**config.mk**
```make
export PLATFORM = sky130hd
export DESIGN_NAME = cache_ctrl_set_assoc
export DESIGN_NICKNAME = d
export VERILOG_FILES = /design/src/rtl/cache_ctrl_set_assoc.sv
export SDC_FILE = /design/constraint.sdc
export NUM_CORES = 2
export LEC_CHECK = 0
export ABC_AREA = 1
export ABC_CLOCK_PERIOD_IN_PS = 6170
export CAP_MARGIN = 20
export CORE_MARGIN = 2
export CORE_UTILIZATION = 36
export CTS_BUF_LIST = sky130_fd_sc_hd__clkbuf_8
export CTS_CLUSTER_DIAMETER = 200
export DETAILED_ROUTE_END_ITERATION = 10
export GPL_ROUTABILITY_DRIVEN = 0
export PLACE_DENSITY_LB_ADDON = 0.08
export REMOVE_ABC_BUFFERS = 1
export SLEW_MARGIN = 40
export SYNTH_ARGS = -nofsm -noshare
export SYNTH_HDL_FRONTEND = slang
export SYNTH_SLANG_ARGS = --single-unit
```
**constraint.sdc**
```tcl
create_clock -name clk -period 6.17 [get_ports clk]
set_clock_uncertainty 0.15 [all_clocks]
set_input_delay 0.617 -clock clk [delete_from_list [all_inputs] [get_ports clk]]
set_output_delay 0.617 -clock clk [all_outputs]
set_load 0.05 [all_outputs]
```
**src/rtl/cache_ctrl_set_assoc.sv**
```systemverilog
// N-way set-associative write-back / write-allocate L1 cache controller, one request in flight.
// Optional CACHE_STATS_EN adds saturating first-pass hit/miss counters.
module cache_ctrl_set_assoc #(
  parameter int ADDRESS_WIDTH       = 32,
  parameter int DATA_WIDTH          = 32,
  parameter int MAIN_MEM_DATA_WIDTH = 128,
  parameter int NUM_SETS            = 4,
  parameter int NUM_WAYS            = 2
) (
  input  logic                           clk,
  input  logic                           rst_n,
  input  logic                           cpu_valid,
  input  logic                           cpu_rw,
  input  logic [ADDRESS_WIDTH-1:0]       cpu_addr,
  input  logic [DATA_WIDTH-1:0]          cpu_wdata,
  output logic [DATA_WIDTH-1:0]          cpu_rdata,
  output logic                           cpu_ready,
  output logic                           mem_valid,
  output logic                           mem_rw,
  output logic [ADDRESS_WIDTH-1:0]       mem_addr,
  output logic [MAIN_MEM_DATA_WIDTH-1:0] mem_wdata,
  input  logic [MAIN_MEM_DATA_WIDTH-1:0] mem_rdata,
  input  logic                           mem_ready
`ifdef CACHE_STATS_EN
  ,
  output logic [31:0]                    hit_count,
  output logic [31:0]                    miss_count
`endif
);
  localparam int WPB         = MAIN_MEM_DATA_WIDTH / DATA_WIDTH;
  localparam int INDEX_WIDTH = $clog2(NUM_SETS);
  localparam int BYTE_OFF    = $clog2(DATA_WIDTH / 8);
  localparam int WORD_OFF    = $clog2(WPB);
  localparam int OFF_W       = BYTE_OFF + WORD_OFF;
  localparam int TAG_WIDTH   = ADDRESS_WIDTH - INDEX_WIDTH - OFF_W;
  localparam int WAY_W       = (NUM_WAYS > 1) ? $clog2(NUM_WAYS) : 1;

  localparam logic [1:0] S_IDLE      = 2'd0;
  localparam logic [1:0] S_COMPARE   = 2'd1;
  localparam logic [1:0] S_WRITEBACK = 2'd2;
  localparam logic [1:0] S_ALLOCATE  = 2'd3;

  logic [1:0]             state_q, state_d;
  logic                   req_rw_q, req_rw_d;
  logic [TAG_WIDTH-1:0]   req_tag_q, req_tag_d;
  logic [INDEX_WIDTH-1:0] req_idx_q, req_idx_d;
  logic [WORD_OFF-1:0]    req_word_q, req_word_d;
  logic [DATA_WIDTH-1:0]  req_wdata_q, req_wdata_d;
  logic [WAY_W-1:0]       victim_q, victim_d;
  logic                   mem_gap_q, mem_gap_d;
  logic                   cpu_ready_q, cpu_ready_d;
  logic [DATA_WIDTH-1:0]  cpu_rdata_q, cpu_rdata_d;

  logic [NUM_SETS-1:0][NUM_WAYS-1:0] valid_q, dirty_q;
  logic [TAG_WIDTH-1:0]              tag_q  [NUM_SETS][NUM_WAYS];
  logic [MAIN_MEM_DATA_WIDTH-1:0]    data_q [NUM_SETS][NUM_WAYS];

  logic [NUM_WAYS-1:0] hit_vec;
  logic                hit;
  logic [WAY_W-1:0]    hit_way, lru_way, victim_sel;
  logic                lru_upd, wr_hit, fill_we;
  logic                unused_ok;

  // Byte-offset bits never select anything: the port is word-granular.
  assign unused_ok = ^cpu_addr[BYTE_OFF-1:0];

  always_comb begin
    hit_vec = '0;
    hit_way = '0;
    for (int w = 0; w < NUM_WAYS; w++) begin
      hit_vec[w] = valid_q[req_idx_q][w] && (tag_q[req_idx_q][w] == req_tag_q);
      if (hit_vec[w]) hit_way = WAY_W'(w);
    end
  end
  assign hit = |hit_vec;

  // Lowest-index invalid way wins over the LRU way.
  always_comb begin
    victim_sel = lru_way;
    for (int w = NUM_WAYS - 1; w >= 0; w--)
      if (!valid_q[req_idx_q][w]) victim_sel = WAY_W'(w);
  end

  always_comb begin
    state_d     = state_q;
    req_rw_d    = req_rw_q;
    req_tag_d   = req_tag_q;
    req_idx_d   = req_idx_q;
    req_word_d  = req_word_q;
    req_wdata_d = req_wdata_q;
    victim_d    = victim_q;
    mem_gap_d   = 1'b0;
    cpu_ready_d = 1'b0;
    cpu_rdata_d = cpu_rdata_q;
    lru_upd     = 1'b0;
    wr_hit      = 1'b0;
    fill_we     = 1'b0;
    mem_valid   = 1'b0;
    mem_rw      = 1'b0;
    mem_addr    = '0;
    mem_wdata   = '0;
    case (state_q)
      S_IDLE: begin
        if (cpu_valid) begin
          req_rw_d    = cpu_rw;
          req_tag_d   = cpu_addr[ADDRESS_WIDTH-1 -: TAG_WIDTH];
          req_idx_d   = cpu_addr[OFF_W +: INDEX_WIDTH];
          req_word_d  = cpu_addr[BYTE_OFF +: WORD_OFF];
          req_wdata_d = cpu_wdata;
          state_d     = S_COMPARE;
        end
      end
      S_COMPARE: begin
        if (hit) begin
          cpu_ready_d = 1'b1;
          lru_upd     = 1'b1;
          if (req_rw_q) wr_hit = 1'b1;
          else cpu_rdata_d = data_q[req_idx_q][hit_way][req_word_q*DATA_WIDTH +: DATA_WIDTH];
          state_d = S_IDLE;
        end else begin
          victim_d = victim_sel;
          state_d  = (valid_q[req_idx_q][victim_sel] && dirty_q[req_idx_q][victim_sel])
                     ? S_WRITEBACK : S_ALLOCATE;
        end
      end
      S_WRITEBACK: begin
        mem_valid = 1'b1;
        mem_rw    = 1'b1;
        mem_addr  = {tag_q[req_idx_q][victim_q], req_idx_q, {OFF_W{1'b0}}};
        mem_wdata = data_q[req_idx_q][victim_q];
        if (mem_ready) begin
          mem_gap_d = 1'b1;
          state_d   = S_ALLOCATE;
        end
      end
      default: begin
        // One idle cycle after a writeback ack before the fill request goes out.
        if (!mem_gap_q) begin
          mem_valid = 1'b1;
          mem_addr  = {req_tag_q, req_idx_q, {OFF_W{1'b0}}};
          if (mem_ready) begin
            fill_we = 1'b1;
            state_d = S_COMPARE;
          end
        end
      end
    endcase
  end

  always_ff @(posedge clk or negedge rst_n) begin
    if (!rst_n) begin
      state_q     <= S_IDLE;
      req_rw_q    <= 1'b0;
      req_tag_q   <= '0;
      req_idx_q   <= '0;
      req_word_q  <= '0;
      req_wdata_q <= '0;
      victim_q    <= '0;
      mem_gap_q   <= 1'b0;
      cpu_ready_q <= 1'b0;
      cpu_rdata_q <= '0;
      valid_q     <= '0;
      dirty_q     <= '0;
    end else begin
      state_q     <= state_d;
      req_rw_q    <= req_rw_d;
      req_tag_q   <= req_tag_d;
      req_idx_q   <= req_idx_d;
      req_word_q  <= req_word_d;
      req_wdata_q <= req_wdata_d;
      victim_q    <= victim_d;
      mem_gap_q   <= mem_gap_d;
      cpu_ready_q <= cpu_ready_d;
      cpu_rdata_q <= cpu_rdata_d;
      if (fill_we) begin
        valid_q[req_idx_q][victim_q] <= 1'b1;
        dirty_q[req_idx_q][victim_q] <= 1'b0;
      end
      if (wr_hit) dirty_q[req_idx_q][hit_way] <= 1'b1;
    end
  end

  always_ff @(posedge clk) begin
    if (fill_we) begin
      tag_q[req_idx_q][victim_q]  <= req_tag_q;
      data_q[req_idx_q][victim_q] <= mem_rdata;
    end
    if (wr_hit)
      data_q[req_idx_q][hit_way][req_word_q*DATA_WIDTH +: DATA_WIDTH] <= req_wdata_q;
  end

  generate
    if (NUM_WAYS > 1) begin : g_lru
      logic [NUM_SETS-1:0][NUM_WAYS-1:0][WAY_W-1:0] age_q, age_d;

      // Ages form a permutation per set; the oldest way carries NUM_WAYS-1.
      always_comb begin
        age_d = age_q;
        if (lru_upd)
          for (int w = 0; w < NUM_WAYS; w++) begin
            if (WAY_W'(w) == hit_way) age_d[req_idx_q][w] = '0;
            else if (age_q[req_idx_q][w] < age_q[req_idx_q][hit_way])
              age_d[req_idx_q][w] = age_q[req_idx_q][w] + 1'b1;
          end
      end

      always_comb begin
        lru_way = '0;
        for (int w = 0; w < NUM_WAYS; w++)
          if (age_q[req_idx_q][w] == WAY_W'(NUM_WAYS - 1)) lru_way = WAY_W'(w);
      end

      always_ff @(posedge clk or negedge rst_n) begin
        if (!rst_n) begin
          for (int s = 0; s < NUM_SETS; s++)
            for (int w = 0; w < NUM_WAYS; w++) age_q[s][w] <= WAY_W'(w);
        end else begin
          age_q <= age_d;
        end
      end
    end else begin : g_no_lru
      assign lru_way = '0;
    end
  endgenerate

`ifdef CACHE_STATS_EN
  logic        first_q, first_d;
  logic [31:0] hit_cnt_q, hit_cnt_d, miss_cnt_q, miss_cnt_d;

  // Only the COMPARE that directly follows acceptance is scored.
  always_comb begin
    first_d    = first_q;
    hit_cnt_d  = hit_cnt_q;
    miss_cnt_d = miss_cnt_q;
    if (state_q == S_IDLE && cpu_valid) first_d = 1'b1;
    if (state_q == S_COMPARE) begin
      first_d = 1'b0;
      if (first_q && hit && hit_cnt_q != 32'hFFFF_FFFF) hit_cnt_d = hit_cnt_q + 32'd1;
      if (first_q && !hit && miss_cnt_q != 32'hFFFF_FFFF) miss_cnt_d = miss_cnt_q + 32'd1;
    end
  end

  always_ff @(posedge clk or negedge rst_n) begin
    if (!rst_n) begin
      first_q    <= 1'b0;
      hit_cnt_q  <= '0;
      miss_cnt_q <= '0;
    end else begin
      first_q    <= first_d;
      hit_cnt_q  <= hit_cnt_d;
      miss_cnt_q <= miss_cnt_d;
    end
  end

  assign hit_count  = hit_cnt_q;
  assign miss_count = miss_cnt_q;
`endif

  assign cpu_ready = cpu_ready_q;
  assign cpu_rdata = cpu_rdata_q;

endmodule

```
**After elaboration in Yosys (flattened, before gate mapping)**

Memory sizes are Yosys's and may differ from the RTL's.
Cells that the tools add are included.

- Register bits: 124
- Latch bits: 0
- Memory bits (writable): 1,232
- ROM bits: 0
- Bits of input ports: 197
- Output and inout port bits: 195
- Word-level logic and storage cells: 674
- Memories: 2

- Add/subtract/negate cells: 3
- $mul: 0
- Divide/modulo/power cells: 0
- Order comparisons: 13
- Equality and inequality tests: 7
- Shift-type cells: 3
- Mux-type cells: 335
- Bitwise logic cells: 268
- Reductions and logical operators: 17

Memory list:

| memory | depth | bits a word | rd ports | clocked after Yosys merged registers in | write ports | RTL line | RTL |
|---|---|---|---|---|---|---|---|
| data_q | 4 | 256 | 1 | 0 | 1 | 56 | `logic [MAIN_MEM_DATA_WIDTH-1:0] data_q [NUM_SETS][NUM_WAYS];` |
| tag_q | 4 | 52 | 1 | 0 | 1 | 55 | `logic [TAG_WIDTH-1:0] tag_q [NUM_SETS][NUM_WAYS];` |

Operator list:

| cell | number |
|---|---|
| $mux W128 | 9 |
| $mux W256 | 2 |
| $mux W1 | 283 |
| $demux W128 S1 | 2 |
| $or A1 B1 Y1 | 256 |
| $shift A32 B34 Y128 const A | 1 |
| $shiftx A128 B8 Y32 | 1 |
| $shiftx A32 B34 Y128 | 1 |
| $mux W26 | 4 |
| $pmux W32 S2 | 1 |
| $mux W8 | 7 |
| $eq A26 B26 Y1 | 2 |
| $mux W52 | 1 |
| $neg A7 Y34 | 1 |
| $mux W32 | 1 |
| $demux W26 S1 | 1 |
| $and A8 B8 Y8 | 3 |
| $not A8 Y8 | 3 |
| $mux W2 | 11 |
| $bwmux W8 | 2 |
| $demux W2 S2 | 4 |
| $or A8 B8 Y8 | 2 |
| $bmux W2 S2 | 3 |
| $logic_and A1 B1 Y1 | 8 |
| 24 further kinds | 37 |

**Logic depth before layout (Yosys ltp)**

- Word-level depth: 13
- Depth in mapped cells: 22
- Depth with buffers taken out: 18

**Least setup slack after synthesis**

No wires, ideal clock.

- Path type: reg2reg
- Start: register req_idx_q[1]
- End: memory data_q[0][192] (netlist bit), enable pin
- Library setup time: 0.432 ns
- Arrival: 3.775 ns
- Setup slack: 1.814 ns
- Cell stages (with the launch flop): 18
- Path buffers: 6
- Cell sequence: dfrtp_1 > buf_4 > inv_2 > buf_2 > buf_2 > nand2_1 > nand2_1 > nand2_1 > nand2_1 > nor2_1 > nand3_1 > nor2_1 > nand2_1 > buf_2 > nand4_1 > buf_2 > buf_2 > a21oi_1

- Word-level cells in the longest chain between the ends: 11
- Elaborated cells on any way between the ends: 20
- Classes of those cells: order compare (2); eq/ne (2); mux (9); bitwise (2); reduce/logical (4); memory (1)

Ends and longest elaborated chain:

| element | RTL line | RTL |
|---|---|---|
| start: declaration | 46 | `logic [INDEX_WIDTH-1:0] req_idx_q, req_idx_d;` |
| start signal: assignment | 168 | `req_idx_q <= req_idx_d;` |
| $mem_v2 Z4 W52 / $bmux W2 S2 (equally long branches) | -- |  |
| $eq A26 B26 Y1 / $mux W2 (equally long branches) | 71 | `hit_vec[w] = valid_q[req_idx_q][w] && (tag_q[req_idx_q][w] == req_tag_q);` |
| $logic_and A1 B1 Y1 | 71 |  |
| $mux W1 | 72 | `if (hit_vec[w]) hit_way = WAY_W'(w);` |
| $not A1 Y2 (implied by the code) | 189 | `data_q[req_idx_q][hit_way][req_word_q*DATA_WIDTH +: DATA_WIDTH] <= req_wdata_q;` |
| $ge A2 B2 Y1 (implied by the code) / $lt A2 B1 Y1 (equally long branches) | 189 |  |
| $logic_and A1 B1 Y1 (implied by the code) | 189 |  |
| $mux W128 (implied by the code) | 189 |  |
| $demux W128 S1 | 189 |  |
| $mux W256 (implied by the code) | 189 |  |
| $or A1 B1 Y1 (no line) | -- |  |
| end: declaration | 56 |  |

Parallel ways exist; a longest one is shown, timed or not. The select of a mux whose other input is x is not followed.

**Worst setup path in the final report**

- Start: register req_idx_q[0]
- End: output mem_wdata[29]

- Word-level cells in the longest chain between the ends: 5

Ends and longest elaborated chain:

| element | RTL line | RTL |
|---|---|---|
| $mem_v2 Z4 W256 | -- |  |
| $mux W128 (implied by the code) (3 in a row) | 130 | `mem_wdata = data_q[req_idx_q][victim_q];` |
| $mux W128 | 102 | `case (state_q)` |
| end: declaration | 21 | `output logic [MAIN_MEM_DATA_WIDTH-1:0] mem_wdata,` |

No other way between the ends. The select of a mux whose other input is x is not followed.

==> impl_metrics.csv <==
group,metric,value,unit
worst_hold_path,hold_start,"cpu_wdata[6]",
power_and_ir_drop,p_leak,26.6,nW
global_route,grt_pass1_wl,317,mm
floorplanning,start_util,0.362,
setup_path,timing.rr.start,"req_idx_q[0]$_DFFE_PN0P_",
clock_tree,cts_made_buffers,228,
clock_tree,path_clk_slew,0.06,ns
synthesis,synth_area,59000,um^2
route,final_antenna_net_count,0,
setup_path,ff2ff_path_depth,16,
sta,setup_violations,0,
sta,min_period,5.66,ns
placement,port_buffers,385,
setup_path,arrival,4.89,ns
clock_tree,post_cts_buffers,0,
setup_path,worst-r2r-setup-slack,1.44,ns
route,wl_per_cell,28.4,um
floorplanning,coreArea,163000,um^2
setup_path,critPathKind,"flip-flop to output pin",
synthesis,ys_seq_area_frac,0.680,
setup_path,start_kind,"flip-flop",
clock_tree,htreeDepth,4,
final_layout,fillCellCount,15400,
setup_path,cp_max_fo,68,
worst_hold_path,min_to,"req_wdata_q[6]$_DFFE_PN0P_",
route,drtIter0Drc,4642,
synthesis,ys_ff_latch,1356,
clock_tree,cts-root-buf,"clkbuf_8",
setup_path,r2r-end,"data_q[0][72]$_DFFE_PP_",
floorplanning,die_h,409,um
run,cap_violations,0,
placement,hpwl,137,mm
sta,relSlewSlack,0.385,
floorplanning,die_x,409,um
floorplanning,num_io_pins,392,
global_route,antenna_found_initial,28,
synthesis,synth_edf_count,1232,
sta,fin_tns_setup,0,ns
synthesis,yosysUniqueCellTypes,33,
floorplanning,std_cell_rows,148,
sta,rsz0062_at_grt,"no",
route,avgViaCountPerCell,5.50,
sta,tightest_slew,0.923,ns
synthesis,syn_avg_cell_area,11.2,um^2
sta,period_share,0.917,
worst_hold_path,min_path_type,"input pin to flip-flop",
sta,fmax,0.177,GHz
synthesis,async_flop_share,0.0914,
clock_tree,insertion_delay,0.96,ns
synthesis,yosys_warnings,0,
clock_tree,cts_sinks,1356,
route,dr.pass1.iters,6,
final_layout,area_growth,20.1,%
final_layout,layout-drive-gt1-share,0.105,
global_route,first_global_vias,42400,
worst_hold_path,holdPathStages,3,
floorplanning,die-area,167000,um^2
final_layout,finish.net_count,5888,
outcome,status,"finished clean",
power_and_ir_drop,totalPowerFinal,31.5,mW
global_route,grt_max_degree,119,
power_and_ir_drop,ir_worst_vdd,0.365,mV
global_route,grt_usage,0.267,
sta,hold_violations,0,
route,via_count,44300,
sta,drv_slew,0,
global_route,grt_overflow_total,0,
route,post-route-drc-count,0,
clock_tree,cts_tree,"yes",
clock_tree,cts_max_path_buffers,3,
synthesis,synth_cells,5270,
route,wirelength,228,mm
power_and_ir_drop,p_per_area,445,nW/um^2
setup_path,worstPathRequired,5.40,ns
synthesis,synthFlopType,"edfxtp_1",
setup_path,cp-end-kind,"output pin",
[cells in the final DEF (no fill, tap or decap), types with 83 or more instances in the layout]
cell type / instances
edfxtp_1: 1232
buf_4: 162
nor2_1: 183
clkbuf_8: 240
a221oi_1: 162
nand2_1: 1210
nand3_1: 491
inv_1: 375
o21ai_0: 377
a22oi_1: 215
a22o_1: 83
a21oi_1: 217
dfrtp_1: 116
and2_1: 98
clkdlybuf4s50_1: 302
[worst max-delay path: stages (launching register included)]
cell and delay (ns):
dfrtp_2 0.55, buf_4 0.30, nor2_4 0.72, buf_12 0.40
a221oi_1 0.19, inv_1 0.08, o21ai_0 0.07, a21oi_1 0.61
clkdlybuf4s50_1 0.93
[synth_stat cells (23+ instances only)]
master    number  area share
a21oi_1      233       0.020
a221oi_1     162       0.024
a22o_1        83       0.012
a22oi_1      215       0.027
and2_1        98       0.010
buf_1         23      0.0015
buf_2         70      0.0059
clkbuf_1     274       0.017
dfrtp_1      120       0.051
edfxtp_1    1232        0.63
inv_1        280       0.018
nand2_1     1219       0.078
nand3_1      491       0.042
nand4_1       26      0.0028
nor2_1       222       0.014
o21ai_0      377       0.032
o21ai_1       60      0.0051
o22ai_1       32      0.0034
[repair_timing]
| item | 4_1_cts | 5_1_grt |
|---|---|---|
| endpoints found under the hold margin | 106 | 0 |
| hold buffers | 4 | 0 |
| resized for setup | 0 | 0 |
| setup endpoints to repair | 0 | 0 |
[per-stage QoR]
step	util	instances	cell area (um^2)	hold slack (ns)	worst slack, ns
after detailed placement	0.409	7620	66600	0.305	1.56
after global placement	0.408	7619	66500	0.293	1.53
final	0.435	8059	70800	0.106	0.510
after floorplan	-	4899	57500	0.171	-14.57
after global routing	0.435	8053	70800	0.0791	0.373
after CTS	0.435	8045	70700	0.00503	0.576
[sequential cells by signal, indices dropped and copies added, names as in the netlist]
name / count
data_q: 1024
tag_q: 208
cpu_rdata: 32
req_wdata_q: 32
req_tag_q: 26
dirty_q: 8
g_lru.age_q: 8
valid_q: 8
req_idx_q: 2
req_word_q: 2
state_q: 2
cpu_ready: 1
mem_gap_q: 1
req_rw_q: 1
victim_q: 1
[per-layer routing]
metal  wire length, um  up-vias  track usage
met5                16        -            0
met4              7130        2       0.0919
met3             18400      340       0.0582
met2            104000     1921        0.415
met1             99000    22100        0.370
li1                  -    19900            -
[area by class of cell]
cell class	count	area (um^2)	area share
Inverter	286	1080	0.0153
Timing Repair Buffer	552	5980	0.0844
Clock inverter	181	835	0.0118
Sequential cell	1356	40100	0.566
Antenna cell	12	30.0	0.000424
Clock buffer	240	3300	0.0466
Tap cell	2175	2720	0.0384
Multi-Input combinational cell	3257	16800	0.237
[report_power, final]
group / switching [mW] / internal, mW
Combinational: 9.34 / 3.41
Clock: 3.74 / 3.70
Sequential: 0.496 / 10.9
Total: 13.6 / 18.0
[cell families (layout without fill, tap and decap cells)]
logic type / after synthesis / after routing / share of synthesized area
AO/OA/AOI/OAI: 1172 / 1172 / 0.125
buffers and inverters: 660 / 1259 / 0.0439
adder cells (fa/ha/maj): 10 / 10 / 0.00212
flip-flops: 1356 / 1356 / 0.680
other: 1 / 16 / 0.0000636
multiplexers: 2 / 2 / 0.000382
AND/OR/NAND/NOR: 2069 / 2069 / 0.148
[how the worst max path moves through the flow]
stage | slack [ns] | startpoint | depth (start not counted) | to
2_1_floorplan | -14.57 | req_idx_q[0]$_DFFE_PN0P_ | 14 | cpu_rdata[0]$_DFFE_PN0P_
3_3_place_gp | 1.53 | req_idx_q[0]$_DFFE_PN0P_ | 16 | data_q[0][80]$_DFFE_PP_
6_report | 0.51 | req_idx_q[0]$_DFFE_PN0P_ | 8 | mem_wdata[29]
5_1_grt | 0.37 | req_idx_q[0]$_DFFE_PN0P_ | 8 | mem_wdata[29]
4_1_cts | 0.58 | req_idx_q[0]$_DFFE_PN0P_ | 9 | mem_wdata[17]
3_5_place_dp | 1.56 | req_idx_q[0]$_DFFE_PN0P_ | 16 | data_q[0][80]$_DFFE_PP_
Note: power is estimated with default switching activity, not from simulation.
